**config.mk**
```make
export PLATFORM = sky130hd
export DESIGN_NAME = add_subb_unit
export DESIGN_NICKNAME = d
export VERILOG_FILES = /design/src/rtl/fp51_alu_pkg.sv /design/src/rtl/nibble_adder.sv /design/src/rtl/add_subb_unit.sv
export SDC_FILE = /design/constraint.sdc
export NUM_CORES = 1
export LEC_CHECK = 0
export BUFFER_PORTS_ARGS = -buffer_cell sky130_fd_sc_hd__buf_2
export CAP_MARGIN = 40
export CORE_UTILIZATION = 50
export DETAILED_ROUTE_END_ITERATION = 16
export HOLD_SLACK_MARGIN = 0.12
export PLACE_DENSITY = 0.8
export SLEW_MARGIN = 40
export SYNTH_ARGS = -nofsm -noshare
export SYNTH_HDL_FRONTEND = slang
export SYNTH_SLANG_ARGS = --single-unit
```
**constraint.sdc**
```tcl
create_clock -name clk -period 3.3 [get_ports clk]
set_clock_uncertainty 0.05 [all_clocks]
set_input_delay 0.495 -clock clk [delete_from_list [all_inputs] [get_ports clk]]
set_output_delay 0.495 -clock clk [all_outputs]
set_load 0.05 [all_outputs]
```
**src/rtl/fp51_alu_pkg.sv**
```systemverilog
// Shared types for the fp51 ALU adder/subtractor slice: operation codes,
// FSM states and the small decode helpers used by add_subb_unit.
package fp51_alu_pkg;

   typedef enum logic [1:0] {
      ALU_ADD  = 2'd0,
      ALU_ADDC = 2'd1,
      ALU_SUBB = 2'd2
   } alu_op_e;

   typedef enum logic [1:0] {
      S_IDLE = 2'd0,
      S_HIGH = 2'd1,
      S_DONE = 2'd2
   } state_e;

   localparam int DATA_W   = 8;
   localparam int NIBBLE_W = 4;

   // The reserved code 2'b11 matches neither ADDC nor SUBB, so it decodes as ADD.
   function automatic logic is_subb(input alu_op_e o);
      return (o == ALU_SUBB);
   endfunction

   function automatic logic nibble_cin(input alu_op_e o, input logic cy);
      logic c;
      case (o)
         ALU_ADDC: c = cy;
         ALU_SUBB: c = ~cy;
         default:  c = 1'b0;
      endcase
      return c;
   endfunction

endpackage

```
**src/rtl/nibble_adder.sv**
```systemverilog
// 4-bit ripple adder exposing both the carry out of bit 3 and the carry out of
// bit 2, so the upper step can derive signed overflow (c7 ^ c8).
module nibble_adder
   import fp51_alu_pkg::*;
(
   input  logic [NIBBLE_W-1:0] a,
   input  logic [NIBBLE_W-1:0] b,
   input  logic                cin,
   output logic [NIBBLE_W-1:0] sum,
   output logic                cout,
   output logic                c3
);

   logic [3:0] low3;
   logic [1:0] top;

   always_comb begin
      low3 = {1'b0, a[2:0]} + {1'b0, b[2:0]} + {3'b000, cin};
      top  = {1'b0, a[3]} + {1'b0, b[3]} + {1'b0, low3[3]};
      sum  = {top[0], low3[2:0]};
      cout = top[1];
      c3   = low3[3];
   end

endmodule

```
**src/rtl/add_subb_unit.sv**
```systemverilog
// Two-step 8-bit ADD/ADDC/SUBB unit: the low nibble is added on the accept edge,
// the high nibble and all flags on the following edge, then a one-cycle done.
module add_subb_unit
   import fp51_alu_pkg::*;
(
   input  logic              clk,
   input  logic              reset_n,
   input  logic              enable_in,
   input  logic [1:0]        op,
   input  logic [DATA_W-1:0] ACC,
   input  logic [DATA_W-1:0] operand,
   input  logic              CY,
   output logic              busy,
   output logic              done_out,
   output logic [DATA_W-1:0] sum,
   output logic              c_flag,
   output logic              ac_flag,
   output logic              ov_flag
);

   state_e                state;
   alu_op_e               op_r;
   logic [NIBBLE_W-1:0]   acc_hi;
   logic [NIBBLE_W-1:0]   opb_hi;
   logic [NIBBLE_W-1:0]   low_sum;
   logic                  c4_r;

   alu_op_e               op_in;
   logic [NIBBLE_W-1:0]   nib_a;
   logic [NIBBLE_W-1:0]   nib_b;
   logic                  nib_cin;
   logic [NIBBLE_W-1:0]   nib_sum;
   logic                  nib_cout;
   logic                  nib_c3;

   // One adder serves both steps: live low nibbles when accepting, latched high
   // nibbles plus the stored low carry while in S_HIGH.
   always_comb begin
      op_in   = alu_op_e'(op);
      nib_a   = ACC[3:0];
      nib_b   = is_subb(op_in) ? ~operand[3:0] : operand[3:0];
      nib_cin = nibble_cin(op_in, CY);
      if (state == S_HIGH) begin
         nib_a   = acc_hi;
         nib_b   = is_subb(op_r) ? ~opb_hi : opb_hi;
         nib_cin = c4_r;
      end
   end

   nibble_adder u_nibble_adder (
      .a    (nib_a),
      .b    (nib_b),
      .cin  (nib_cin),
      .sum  (nib_sum),
      .cout (nib_cout),
      .c3   (nib_c3)
   );

   // Results move only on the S_HIGH -> S_DONE edge; SUBB reports borrows as
   // inverted carries.
   always_ff @(posedge clk) begin
      if (!reset_n) begin
         state    <= S_IDLE;
         op_r     <= ALU_ADD;
         acc_hi   <= '0;
         opb_hi   <= '0;
         low_sum  <= '0;
         c4_r     <= 1'b0;
         busy     <= 1'b0;
         done_out <= 1'b0;
         sum      <= '0;
         c_flag   <= 1'b0;
         ac_flag  <= 1'b0;
         ov_flag  <= 1'b0;
      end else begin
         case (state)
            S_IDLE, S_DONE: begin
               done_out <= 1'b0;
               if (enable_in) begin
                  op_r    <= op_in;
                  acc_hi  <= ACC[7:4];
                  opb_hi  <= operand[7:4];
                  low_sum <= nib_sum;
                  c4_r    <= nib_cout;
                  busy    <= 1'b1;
                  state   <= S_HIGH;
               end else begin
                  busy    <= 1'b0;
                  state   <= S_IDLE;
               end
            end
            S_HIGH: begin
               sum      <= {nib_sum, low_sum};
               c_flag   <= is_subb(op_r) ? ~nib_cout : nib_cout;
               ac_flag  <= is_subb(op_r) ? ~c4_r : c4_r;
               ov_flag  <= nib_c3 ^ nib_cout;
               busy     <= 1'b0;
               done_out <= 1'b1;
               state    <= S_DONE;
            end
            default: begin
               busy     <= 1'b0;
               done_out <= 1'b0;
               state    <= S_IDLE;
            end
         endcase
      end
   end

endmodule

```
==> flow_summary.toml <==
[outcome]
status = "completed"

[floorplanning]
die_w_um = 56.46
io-pin-count = 35
core_mm2 = 0.002781
rows = 19
dieArea_mm2 = 0.003187
start_util = 0.5331
die_height_um = 56.46

[hold_path]
worstHoldPathType = "input port to register"

[synth]
synth_cell_type_count = 30
synth_edf_count = 0
synth_area_mm2 = 0.001483
synthTopCellsByArea = "dfxtp_1 (39%), nand2_1 (13%), xnor2_1 (6.5%)"
synth_nets = 194
yosysTopAreaCellShare = 0.3916
synth.yosys.seq_area_share = 0.3916
synthArstFlopShare = 0
synth_area_leader_cell = "dfxtp_1"
yosys_most_used_dff = "dfxtp_1"
synth_seq_cells = 29
syn_avg_cell_area_um2 = 8.878
ys.warnings.count = 0
synth_cells = 167

[route]
drt_iter0_drc = 24
routed_wl_um = 2836
drc = 0
route.antenna.remaining_nets = 0
vias = 1167
via_per_inst = 5.074
routedWlPerCell_um = 12.33
dr.pass1.iters = 4

[critical_path]
cp_slowest_cell = "fa_1"
required_ns = 3.54
crit_path_end_kind = "register"
path_cells = "nor2b_2, xnor2_1, mux2i_1, ha_1, a21oi_2, nand2_1, fa_1, a2111oi_4, a311o_1"
reg2reg_slack_ns = 0.48
worstPathArrival_ns = 3.06
cpPeakStageDelay_ns = 0.53
crit_fanout = 6
critPathKind = "register to register"
start_kind = "register"

[global_routing]
overflow = 0
grt.total_usage = 0.1938
grt_antenna_before_repair = 0
use_met2 = 0.3261
grt_pass1_vias = 1051
grt_use_met1 = 0.2240
grt_max_degree = 23
use_met3 = 0.06912
grt.busiest_layer = "met2"
grt_pass1_wl_um = 4664

[placed_design]
gp_congestion = 0.8031
dp_hpwl_um = 2077
port_buffers = 34

[sta]
period_share = 0.8554
min_period_ns = 2.823
max_freq_mhz = 354.3
relSlewSlack = 0.5871
rsz0062_at_grt = "false"
fin_setup_tns_ns = 0
setup_viol = 0
drv_slew = 0
tightest_slew_ns = 0.6194
hold_viol = 0
fin_hold_ws_ns = 0.3383

[power_and_ir_drop]
p_per_area_mw_per_mm2 = 512.6
p_sw_uw = 271.8
p_seq_frac = 0.458
leakage_uw = 0.0007306
clock_power_share = 0.291
power.internal_uw = 579.3
peakVddDrop_uv = 358.8
power_frac_comb = 0.251
sw_frac_of_total = 0.3194

[final_layout]
antenna_cells = 0
area_growth_pct = 11.98
final_nets = 225
drive_above_1_share = 0.2814
layout_common_cells = "nand2_1 (53), buf_2 (34), dfxtp_1 (29), a21oi_1 (19), xnor2_1 (11)"
final_common_cell = "nand2_1"

[job]
maxCapViolCount = 0

[clock_network]
cts_max_path_buffers = 2
cts.sinks = 29
path_clk_slew_ns = 0.09
root_buffer = "clkbuf_4"
postCtsSetupBuffers = 0
cts_hold_buf = 0
cts_tree = "yes"
htree_levels = 2
ctsResizeCount = 0
numCtsBuffers = 5
clk_latency_ns = 0.33
## metrics by stage
step | util | power, uW | area (um^2) | instances | setup slack, ns
6_report | 0.5969 | 851.1 | 1660 | 230 | 0.4772
5_1_grt | 0.5969 | 887.9 | 1660 | 230 | 0.2778
4_1_cts | 0.5969 | 856.1 | 1660 | 230 | 0.4577
3_5_place_dp | 0.5718 | 611.9 | 1590 | 222 | 0.3852
3_3_place_gp | 0.5718 | 604.8 | 1590 | 222 | 0.4904
2_1_floorplan | - | 571.6 | 1483 | 167 | 0.3312
## synthesized netlist by cell type (3+ instances only)
| master | instances |
|---|---|
| buf_6 | 5 |
| fa_1 | 3 |
| xnor2_1 | 11 |
| a21oi_2 | 3 |
| dfxtp_1 | 29 |
| inv_1 | 3 |
| mux2i_1 | 5 |
| buf_2 | 5 |
| nor2_1 | 8 |
| a21oi_1 | 19 |
| nand2_1 | 53 |
## worst paths after layout
check / start / endpoint / depth (start not counted)
max: op_r[1]$_SDFFE_PN0P_ / ov_flag$_SDFFE_PN0P_ / 9
max reg2reg: op_r[1]$_SDFFE_PN0P_ / ov_flag$_SDFFE_PN0P_ / 9
min: operand[7] / opb_hi[3]$_SDFFE_PN0P_ / 3
min reg2reg: sum[3]$_SDFFE_PN0P_ / sum[3]$_SDFFE_PN0P_ / 2
## power groups by stage
stage | sequential, uW | combinational, uW | clock [uW]
final | 390 | 213 | 248
after global routing | 394 | 231 | 263
after CTS | 390 | 214 | 252
after detailed placement | 399 | 213 | 0
after global placement | 397 | 208 | 0
after floorplan | 431 | 141 | 0
## cell families (layout without fill, tap and decap cells)
kind of cell | count (synthesis) | after routing | synth area share
fa+ha+maj | 5 | 5 | 0.05738
xor+xnor | 11 | 11 | 0.06498
compound gates | 29 | 29 | 0.1384
flops | 29 | 29 | 0.3916
simple gates | 71 | 71 | 0.2152
mux | 6 | 6 | 0.04135
buf+inv | 16 | 48 | 0.09113
## critical path: cells and delay by family (launching register included)
| family | cells | cell delay, ns |
|---|---|---|
| compound gates | 3 | 0.76 |
| xor+xnor | 1 | 0.16 |
| mux | 1 | 0.09 |
| flops | 1 | 0.35 |
| fa+ha+maj | 2 | 0.88 |
| simple gates | 2 | 0.51 |
## state kept, by name, summed over array words and instances (netlist names), 2 cells and up
| signal | count |
|---|---|
| low_sum | 4 |
| op_r | 2 |
| sum | 8 |
| acc_hi | 4 |
| opb_hi | 4 |
## layout make-up
type,instances,area (um^2)
fill,254,1121
multi-input combinational,122,767.0
sequential,29,580.6
timing repair buffer,37,192.7
clock buffer,7,65.06
tap,31,38.79
inverter,3,11.26
clock inverter,1,5.005
## layer usage
metal | vias to the layer above | part of all wire | wire, um
li1 | 598 | - | -
met1 | 529 | 0.45 | 1274
met2 | 34 | 0.49 | 1376
met3 | 6 | 0.047 | 133
met4 | 0 | 0.018 | 51
met5 | - | 0 | 0
Power figures use the tool's default switching activity.
